`config.mk`:
```
export PLATFORM = sky130hd
export DESIGN_NAME = voting_seq
export DESIGN_NICKNAME = d
export VERILOG_FILES = /design/src/rtl/voting_seq.sv
export SDC_FILE = /design/constraint.sdc
export NUM_CORES = 1
export LEC_CHECK = 0
export CAP_MARGIN = 20
export CORE_MARGIN = 2
export CORE_UTILIZATION = 51
export DETAILED_ROUTE_END_ITERATION = 10
export PLACE_DENSITY = 0.74
export RECOVER_POWER = 25
export SYNTH_ARGS = -nofsm -noshare
export SYNTH_HDL_FRONTEND = slang
export SYNTH_SLANG_ARGS = --single-unit
```
`constraint.sdc`:
```
create_clock -name clk -period 2 [get_ports clk]
set_input_delay 0.2 -clock clk [delete_from_list [all_inputs] [get_ports clk]]
set_output_delay 0.2 -clock clk [all_outputs]
set_load 0.03 [all_outputs]
```
`src/rtl/voting_seq.sv`:
```
// Streaming ballot collector: counts valid/ready ballots per candidate, then scans
// the tallies one candidate per cycle to register the winner and its vote count.
module voting_seq #(
    parameter int N = 2,
    parameter int M = 2
) (
    input  logic         clk,
    input  logic         rst,
    input  logic         vote_valid,
    input  logic [N-1:0] vote,
    output logic         vote_ready,
    input  logic         close,
    output logic [N-1:0] winner,
    output logic [M:0]   winner_count,
    output logic         done
);

    localparam int NC = 2 ** N;
    localparam logic [M:0]   LAST_BALLOT = (M+1)'((1 << M) - 1);
    localparam logic [N-1:0] LAST_IDX    = N'(NC - 1);

    typedef enum logic [1:0] {COLLECT, SCAN, DONE} state_t;

    state_t         state, state_nxt;
    logic [M:0]     cnt [NC];
    logic [M:0]     ballots;
    logic [N-1:0]   scan_idx;
    logic [N-1:0]   best_idx;
    logic [M:0]     best_cnt;

    logic           accept;
    logic           round_full;
    logic           scan_last;
    logic [M:0]     cur_cnt;
    logic           take;
    logic [N-1:0]   best_idx_nxt;
    logic [M:0]     best_cnt_nxt;

    assign accept     = vote_valid & vote_ready;
    assign round_full = accept && (ballots == LAST_BALLOT);
    assign scan_last  = (scan_idx == LAST_IDX);

    // Strict compare keeps the earliest (lowest-index) candidate on ties.
    assign cur_cnt      = cnt[scan_idx];
    assign take         = (cur_cnt > best_cnt);
    assign best_idx_nxt = take ? scan_idx : best_idx;
    assign best_cnt_nxt = take ? cur_cnt  : best_cnt;

    always_ff @(posedge clk) begin
        if (rst) state <= COLLECT;
        else     state <= state_nxt;
    end

    always_comb begin
        state_nxt  = state;
        vote_ready = (state == COLLECT);
        case (state)
            COLLECT: if (round_full || close) state_nxt = SCAN;
            SCAN:    if (scan_last)           state_nxt = DONE;
            DONE:    state_nxt = COLLECT;
            default: state_nxt = COLLECT;
        endcase
    end

    always_ff @(posedge clk) begin
        if (rst) begin
            for (int i = 0; i < NC; i++) cnt[i] <= '0;
            ballots      <= '0;
            scan_idx     <= '0;
            best_idx     <= '0;
            best_cnt     <= '0;
            winner       <= '0;
            winner_count <= '0;
            done         <= 1'b0;
        end else begin
            done <= 1'b0;
            case (state)
                COLLECT: begin
                    // Scan bookkeeping is parked at its start values while collecting.
                    scan_idx <= '0;
                    best_idx <= '0;
                    best_cnt <= '0;
                    if (accept) begin
                        cnt[vote] <= cnt[vote] + 1'b1;
                        ballots   <= ballots + 1'b1;
                    end
                end
                SCAN: begin
                    best_idx <= best_idx_nxt;
                    best_cnt <= best_cnt_nxt;
                    scan_idx <= scan_idx + 1'b1;
                    if (scan_last) begin
                        winner       <= best_idx_nxt;
                        winner_count <= best_cnt_nxt;
                        done         <= 1'b1;
                    end
                end
                DONE: begin
                    for (int i = 0; i < NC; i++) cnt[i] <= '0;
                    ballots <= '0;
                end
                default: ;
            endcase
        end
    end

endmodule
```
# [Word-level counts from Yosys, hierarchy flattened]
# Memories as Yosys holds them, arrays and structs flattened. A register that Yosys moved wholly into a read port is not among the register bits.
# Cells that the tools add are included.
[classes] reduce_logical=10 bitwise_logic=6 n_eq_ne=7 n_mux=29 add_sub_neg=3 magnitude_cmp=1
[ops] cell="2-to-1 mux 3 bit" count=7
[ops] cell="2-to-1 mux 2 bit" count=6
[ops] cell="one-hot mux 2 bit (2 select lines)" count=3
[ops] cell="one-hot mux 3 bit (2 select lines)" count=2
[ops] cell="2-to-1 mux 1 bit" count=11
[ops] cell="adder 3 x 1 -> 3 bit, second input constant" count=2
[ops] cell="AND reduction 2 bit" count=3
[ops] cell="equality test 2 bit, second input constant" count=2
[ops] cell="!= test 2 x 1 -> 1 bit, second input constant" count=2
[ops] cell="OR 1 bit" count=4
[ops] cell="nonzero test 2 bit" count=2
[ops] cell="equality test 3 x 2 -> 1 bit, second input constant" count=1
[ops] cell="greater-than comparator 3 bit" count=1
[ops] cell="OR reduction 3 bit" count=1
[ops] cell="adder 2 x 1 -> 2 bit, second input constant" count=1
[ops] cell="equality test 2 x 1 -> 1 bit, second input constant" count=1
[ops] cell="logical NOT 2 bit" count=1
[ops] cell="!= test 2 bit, second input constant" count=1
[ops] cell="OR reduction 2 bit" count=1
[ops] cell="AND 1 bit" count=1
[ops] cell="logical AND 1 bit" count=1
[ops] cell="logical OR 1 bit" count=1
[ops] cell="inverter 1 bit" count=1
[totals] input_bits=6 reg_bits=18 mem_bits_rw=12 elab_cells=65 memories=1 out_inout_bits=7
[memory_table] memory="cnt" depth=4 word_bits=3 read_ports=2 rd_ports_with_merged_regs=1 write_ports=4 line_no="25" rtl="logic [M:0] cnt [NC];"

# [Depth between registers and ports, before layout]
# Gate-level depths: netlist of the first run.
[depth] ltp_word=8 mapped_depth=7 mapped_depth_nobuf=7

# [Worst setup path before layout of the first run]
# No wires, ideal clock.
[synth_path] path_kind="register to register" start="reg with a tool-made name" end="reg winner[0]" period_less_slack_ns=2.082 required_ns=1.865 stages_incl_launch_ff=7 t_arrival_ns=1.947 slack_ns=-0.082 cell_sequence="dfxtp_1 mux4_2 ha_1 and3_1 a21oi_4 mux2i_1 a211oi_1"
[synth_rtl] item="to (signal assigned)" line_no="93" rtl="winner <= best_idx_nxt;"
[synth_rtl] item="to (decl)" line_no="13" rtl="output logic [N-1:0] winner,"

==> results by group, run 1 <==
Detailed routing
  – Via count: 1209
  – ANT nets after route: 0
  – DR WL met2: 1790 um
  – Number of vias per cell: about 5.8
  – First DRT Iteration DRCs: 20
  – DR top layer: met4
  – Drt pass-1 iters: 4
  – WL/cell: approximately 16 um
  – Drt total wl: between 3000 and 4000 um
  – Met1 wire length: roughly 1300 um
  – DRC Markers: 0
  – Met3 wire length: about 120 um

Synth
  – Synth Register Bits: 32
  – Syn_nets: around 150
  – Synth Cell Area: approximately 1600 sq um
  – Post-synth EDFFs: 12
  – Synthesized instance count: 140
  – Synth Area per Inst: about 11 sq um
  – Sequential-to-total area share from yosys stat: between 40% and 50%
  – Top_reg_cell synth: dfxtp_1
  – Share of synthesized registers carrying an async set or reset: 0%
  – Count of cell types in the netlist: 39
  – Yosys warnings: 0

Setup path
  – Reg2Reg Launch Point: cnt[0][2]
  – Setup crit start kind: flip-flop
  – Endpoint type of the worst setup path: flip-flop
  – CP max-delay cell: mux4_2
  – Crit path kind: reg -> reg
  – WP data arrival: around 2400 ps
  – Crit path cell chain: mux4_2, ha_4, a21oi_4, buf_6, a21oi_4, mux2i_1, a211oi_2
  – FF-to-FF path depth: 7
  – R2r setup slk: -170 ps
  – RR Endpoint: winner_count[0]
  – Critical Path RT: between 2000 and 2500 ps
  – CP Max Fanout: 4
  – Crit-path max cell delay: around 530 ps
  – Cell mode on critical path: a21oi_4

CTS
  – CTS tree: done
  – Skew-Pair Late Insertion Delay: around 340 ps
  – Clock root buffer: clkbuf_4
  – Clk slew on worst S/H paths: around 90 ps
  – Sink Count: 32
  – Clk buf depth: 2
  – H-tree depth: 2
  – Num CTS Buffers: 5
  – CTS Hold Buffers Added: 0

Global route
  – First-pass GRT wire length: ~5300 um
  – GRT overflow: 0
  – Tot GR Track Use: between 20% and 30%
  – Largest net degree at the start of global routing: 14
  – Vias in the first global route: 1193
  – Antenna violations before repair: 0

Min path
  – Worst Hold Path EP: ballots[2]
  – Hold wc startpoint: ballots[2]
  – Hold Crit Depth: 2
  – Class of the worst hold path: reg -> reg

Final layout
  – # diodes: 0
  – Area delta synth->final: 26.4%
  – Number of fillers in the final layout: 228
  – Share of cells above drive strength 1: 28.8%
  – Final nets: between 150 and 200
  – Commonest non-fill, non-tap cell in the layout: nor2_1
  – Most frequent cells in the layout: 24 x nor2_1, 20 x buf_4, 19 x dfxtp_1
  – End-of-flow core utilization: roughly two thirds

Timing
  – Final hold vios: 0
  – Tmin final: between 2000 and 2500 ps
  – Final Skew: about 8.4 ps
  – Max_slew headroom: between 60% and 70%
  – Max Clock Freq: 0.462 GHz
  – RSZ-0062 raised after global routing: yes
  – Max Slew Vio Count: 0
  – Slew of the pin with the lowest slew margin: roughly 500 ps
  – Final period util: 108%
  – Final setup violation count: 9
  – Worst hold slack: 488 ps
  – Worst Setup Slack, final: -166 ps

Outcome
  – Failing checks: setup timing
  – Outcome: finished, violations left

Flow run
  – # Max-Cap Violations: 0

Die
  – Die H: 59.7 um
  – Std cell rows: 20
  – Core footprint: approximately 3000 sq um
  – I/O Pins: 13
  – Initial Util: approximately 53%
  – Die width: about 60 um
  – DIE AREA: between 3000 and 4000 sq um

Placement
  – IO Port Bufs: 12
  – Routability cong.: between 0.8 and 0.9
  – Post-DP HPWL: 2540 um
  – Place WS: -213 ps

Pwr
  – Peak VDD IR: roughly 380 uV
  – Lkg Pwr: 0.769 nW
  – PD cells: between 600 and 700 nW/um^2
what timing repair did:
item,4_1_cts,5_1_grt
setup buffers,1,3
resized for setup,3,6
setup endpoints to repair,10,10
pin swaps,14,7
cell families after synthesis:
group	share of synthesized area (%)
AO/OA/AOI/OAI	12.5
multiplexers	11.8
AND/OR/NAND/NOR	16.8
flip-flops	48.1
adder cells (fa/ha/maj)	5.54
buffers and inverters	4.27
XOR/XNOR	1.03
cell type report:
cell class | count | area [sq um] | area share [%]
multi-input cells | 95 | 821 | 41.1
flip-flops and latches | 32 | 764 | 38.2
repair buffers | 36 | 300 | 15.0
clock buffers | 7 | 45.0 | 2.25
well taps | 33 | 41.3 | 2.07
inverters | 6 | 22.5 | 1.13
clock inverters | 1 | 5.00 | 0.250
through the flow:
step / cells / total power, W / instance area, sq um / TNS [ps]
detailed placement: 198 / 0.000983 / 1880 / -2090
global placement: 198 / 0.000969 / 1880 / -1100
finish: 210 / 0.00135 / 2000 / -922
floorplan: 140 / 0.000885 / 1610 / 0
CTS: 207 / 0.00135 / 1950 / -643
global route: 210 / 0.00142 / 2000 / -1390
cell usage after synthesis (3+ instances only):
master | count | share of area (%)
a211oi_1 | 5 | 2.4
a22o_1 | 4 | 2.2
ha_1 | 7 | 5.5
mux4_2 | 6 | 8.5
nand2_1 | 9 | 2.1
nor2_1 | 24 | 5.7
a21oi_1 | 6 | 1.9
inv_1 | 5 | 1.2
buf_2 | 3 | 0.95
mux2i_1 | 4 | 2.5
nor2b_1 | 4 | 1.6
dfxtp_1 | 20 | 25
edfxtp_1 | 12 | 23
registers in the layout (all words and copies together) (netlist names), named ones only:
signal and flops:
ballots 3, best_cnt 3, winner_count 3, state 2
best_idx 2, winner 2, scan_idx 2, cnt 12
done 1
power breakdown:
group / switching (W) / total (W) / internal [W]
Clock: 0.000217 / 0.000353 / 0.000137
Sequential: 0.0000229 / 0.000721 / 0.000698
Combinational: 0.000131 / 0.000279 / 0.000148
worst max-delay path by stage:
| stage | to | from |
|---|---|---|
| after floorplan | winner[0] | flip-flop |
| after global placement | cnt[0][2] | vote[0] |
| after detailed placement | cnt[0][2] | vote[0] |
| after CTS | winner[0] | cnt[0][2] |
| after global routing | winner_count[0] | cnt[0][2] |
| final | winner_count[0] | cnt[0][2] |
layer usage:
layer / track usage (%) / up-vias
met2: 35.2 / 22
met1: 23.7 / 590
li1: - / 586
met4: 9.84 / 0
met5: 0 / -
met3: 8.01 / 11
worst max-delay path, delay by kind of cell (launching register included):
kind	cells	cell delay (ps)
muxes	2	780
AOI/OAI and AO/OA	3	390
DFF	1	430
buffers and inverters	1	120
adders and majority gates	1	340
Power figures use the tool's default switching activity.
==> inputs of run 2 (changes only) <==
--- a/config.mk
+++ b/config.mk
@@ -9,7 +9,7 @@
 export CORE_MARGIN = 2
 export CORE_UTILIZATION = 51
 export DETAILED_ROUTE_END_ITERATION = 10
-export PLACE_DENSITY = 0.74
+export PLACE_DENSITY = 0.76
 export RECOVER_POWER = 25
 export SYNTH_ARGS = -nofsm -noshare
 export SYNTH_HDL_FRONTEND = slang
==> run 2 against run 1 <==
Register-to-register slack better by 20 ps; largest power group unchanged; routed wire length is 2.5% lower; fmax is 0.75% higher; die area stayed put; non-clock buffer count is 2 lower; worst setup slack better by 16 ps; the run still ends with setup timing left; via count is 1.4% lower; combinational power is 5% lower; core utilization is 0.58 points lower; power hardly changed; clock skew is 6.8 ps higher; highest routed layer unchanged.
==> results by group, run 2 (synthesis gave the netlist of run 1 again) <==
Outcome
  – Outcome: finished, violations left
  – Failing checks: setup timing

Timing
  – Max Clock Freq: 0.465 GHz (+0.75%)
  – Final setup violation count: 8 (-1)
  – Final period util: 107% (-0.81 points)
  – Slew of the pin with the lowest slew margin: 436 ps (-65.5 ps)
  – Max_slew headroom: 70.9% (+4.4 points)
  – Max Slew Vio Count: 0 (unchanged)
  – RSZ-0062 raised after global routing: yes
  – Worst hold slack: 499 ps (+11.7 ps)
  – Worst Setup Slack, final: -150 ps (+16.2 ps)
  – Final hold vios: 0 (unchanged)
  – Tmin final: 2150 ps (-16.2 ps)
  – Final Skew: 15.2 ps (+6.83 ps)

Global route
  – GRT overflow: 0 (unchanged)
  – First-pass GRT wire length: 5570 um (+4.3%)
  – Antenna violations before repair: 0 (unchanged)
  – Tot GR Track Use: 21.7% (+0.59 points)
  – Largest net degree at the start of global routing: 18 (+4)
  – Vias in the first global route: 1219 (+2.2%)

CTS
  – Num CTS Buffers: 5 (unchanged)
  – Clk slew on worst S/H paths: 110 ps (+20 ps)
  – H-tree depth: 2 (unchanged)
  – Clk buf depth: 2 (unchanged)
  – CTS tree: done
  – Clock root buffer: clkbuf_4
  – Sink Count: 32 (unchanged)
  – Skew-Pair Late Insertion Delay: 340 ps (about the same)

Pwr
  – Clk pwr share: 27.3% (+1.2 points)
  – Sw Pwr: 0.000384 W (+3.7%)
  – Peak VDD IR: 579 uV (+51%)
  – PD cells: 683 nW/um^2 (+0.95%)
  – Cell Int Power: 0.000970 W (-1.3%)
  – Combinational Power Share: 19.6% (-1.0 points)
  – Lkg Pwr: 0.759 nW (-1.3%)
  – Seq pwr share: 53.1% (-0.2 points)
  – Switching share of power: 28.4% (+1.0 points)

Setup path
  – RR Endpoint: winner[1]
  – Crit path kind: reg -> reg
  – WP data arrival: 2380 ps (about the same)
  – Critical Path RT: 2240 ps (about the same)
  – FF-to-FF path depth: 7 (unchanged)
  – Endpoint type of the worst setup path: flip-flop
  – Reg2Reg Launch Point: cnt[3][2]
  – Worst setup path start: cnt[3][2]
  – R2r setup slk: -150 ps (+20 ps)
  – CP Max Fanout: 4 (unchanged)
  – Setup crit start kind: flip-flop

Detailed routing
  – ANT nets after route: 0 (unchanged)
  – Via count: 1192 (-1.4%)
  – Number of vias per cell: 5.73 (-0.46%)
  – DRC Markers: 0 (unchanged)
  – WL/cell: 15.7 um (-1.5%)
  – Drt pass-1 iters: 4 (unchanged)
  – Drt total wl: 3260 um (-2.5%)
  – First DRT Iteration DRCs: 61 (+200%)

Flow run
  – # Max-Cap Violations: 0 (unchanged)

Die
  – Initial Util: 52.7% (unchanged)
  – I/O Pins: 13 (unchanged)
  – Die width: 59.7 um (unchanged)
  – DIE AREA: 3560 sq um (unchanged)
  – Die H: 59.7 um (unchanged)
  – Core footprint: 3000 sq um (unchanged)
  – Std cell rows: 20 (unchanged)

Final layout
  – # diodes: 0 (unchanged)
  – Most frequent cells in the layout: 24 x nor2_1, 21 x buf_4, 18 x dfxtp_1
  – Area delta synth->final: 25.3%
  – Biggest register: cnt
  – Max reg flops: 12 (unchanged)
  – Number of fillers in the final layout: 240 (+5.3%)
  – Final Non-Filler Cells: 208 (-0.95%)
  – Commonest non-fill, non-tap cell in the layout: nor2_1
  – Share of cells above drive strength 1: 29.7% (+0.90 points)
  – Final nets: 187 (-1.1%)

Placement
  – Post-DP HPWL: 2420 um (-4.7%)
  – Placed cell count: 196 (-1.0%)
  – IO Port Bufs: 12 (unchanged)
  – Routability cong.: 0.745 (-8.9%)

Min path
  – Class of the worst hold path: reg -> reg
  – Worst Hold Path EP: ballots[2]
  – Hold wc startpoint: ballots[2]
  – Hold Crit Depth: 2 (unchanged)
## run 2: changes by cell type in the layout (fill, tap and decap cells not counted), sizes merged
cell,delta
clkbuf,-4
clkinvlp,+2
## run 2: cell type report
class | instances | area (sq um) | share of cell area (%)
tap | 33 | 41.3 | 2.08
multi-input combinational | 95 | 807 | 40.7
sequential | 32 | 766 | 38.6
clock buffer | 5 | 37.5 | 1.89
inverter | 6 | 22.5 | 1.14
timing repair buffer | 34 | 289 | 14.6
clock inverter | 3 | 18.8 | 0.947
## run 2: layer usage
| metal | share of wire, % | global-route usage, % |
|---|---|---|
| met1 | 41 | 25.2 |
| met2 | 53 | 36.8 |
| met3 | 4.2 | 6.71 |
| met4 | 2.1 | 9.21 |
| met5 | 0 | 0 |
## run 2: power by group through the flow
stage	combinational (W)	sequential, W	clock, W
5_1_grt	0.000286	0.000723	0.000407
6_report	0.000265	0.000719	0.000369
3_3_place_gp	0.000229	0.000733	0
2_1_floorplan	0.000160	0.000725	0
4_1_cts	0.000256	0.000719	0.000376
3_5_place_dp	0.000241	0.000735	0
## run 2: worst max path at each step
stage | slack (ps) | cells after the start | end
2_1_floorplan | 30 | 7 | winner[0]
3_3_place_gp | -140 | 5 | cnt[0][2]
3_5_place_dp | -200 | 5 | cnt[0][2]
4_1_cts | -100 | 7 | winner[1]
5_1_grt | -220 | 7 | winner[1]
6_report | -150 | 7 | winner[1]
## run 2: through the flow
stage	setup WS, ps	util [%]	total power, W	setup TNS [ps]	area, sq um
5_1_grt	-216	66.0	0.00142	-1620	1980
6_report	-150	66.0	0.00135	-910	1980
3_5_place_dp	-195	62.0	0.000976	-1650	1860
3_3_place_gp	-143	62.0	0.000962	-752	1860
2_1_floorplan	28.1	-	0.000885	0	1610
4_1_cts	-96.2	64.8	0.00135	-591	1950
## run 2: repair_timing
action	in CTS	in global routing
cloned	0	0
hold buffers	0	0
endpoints found under the hold margin	0	0
resized for setup	4	4
setup endpoints to repair	8	11
pin swaps	7	1
buffers inserted	1	3
## run 2: critical path, stage by stage, from the launching register on
cell and delay (ps):
edfxtp_1 420, mux4_2 540, ha_4 330, a21oi_4 70, buf_6 120, a21oi_4 210
mux2i_2 260, a211oi_2 90
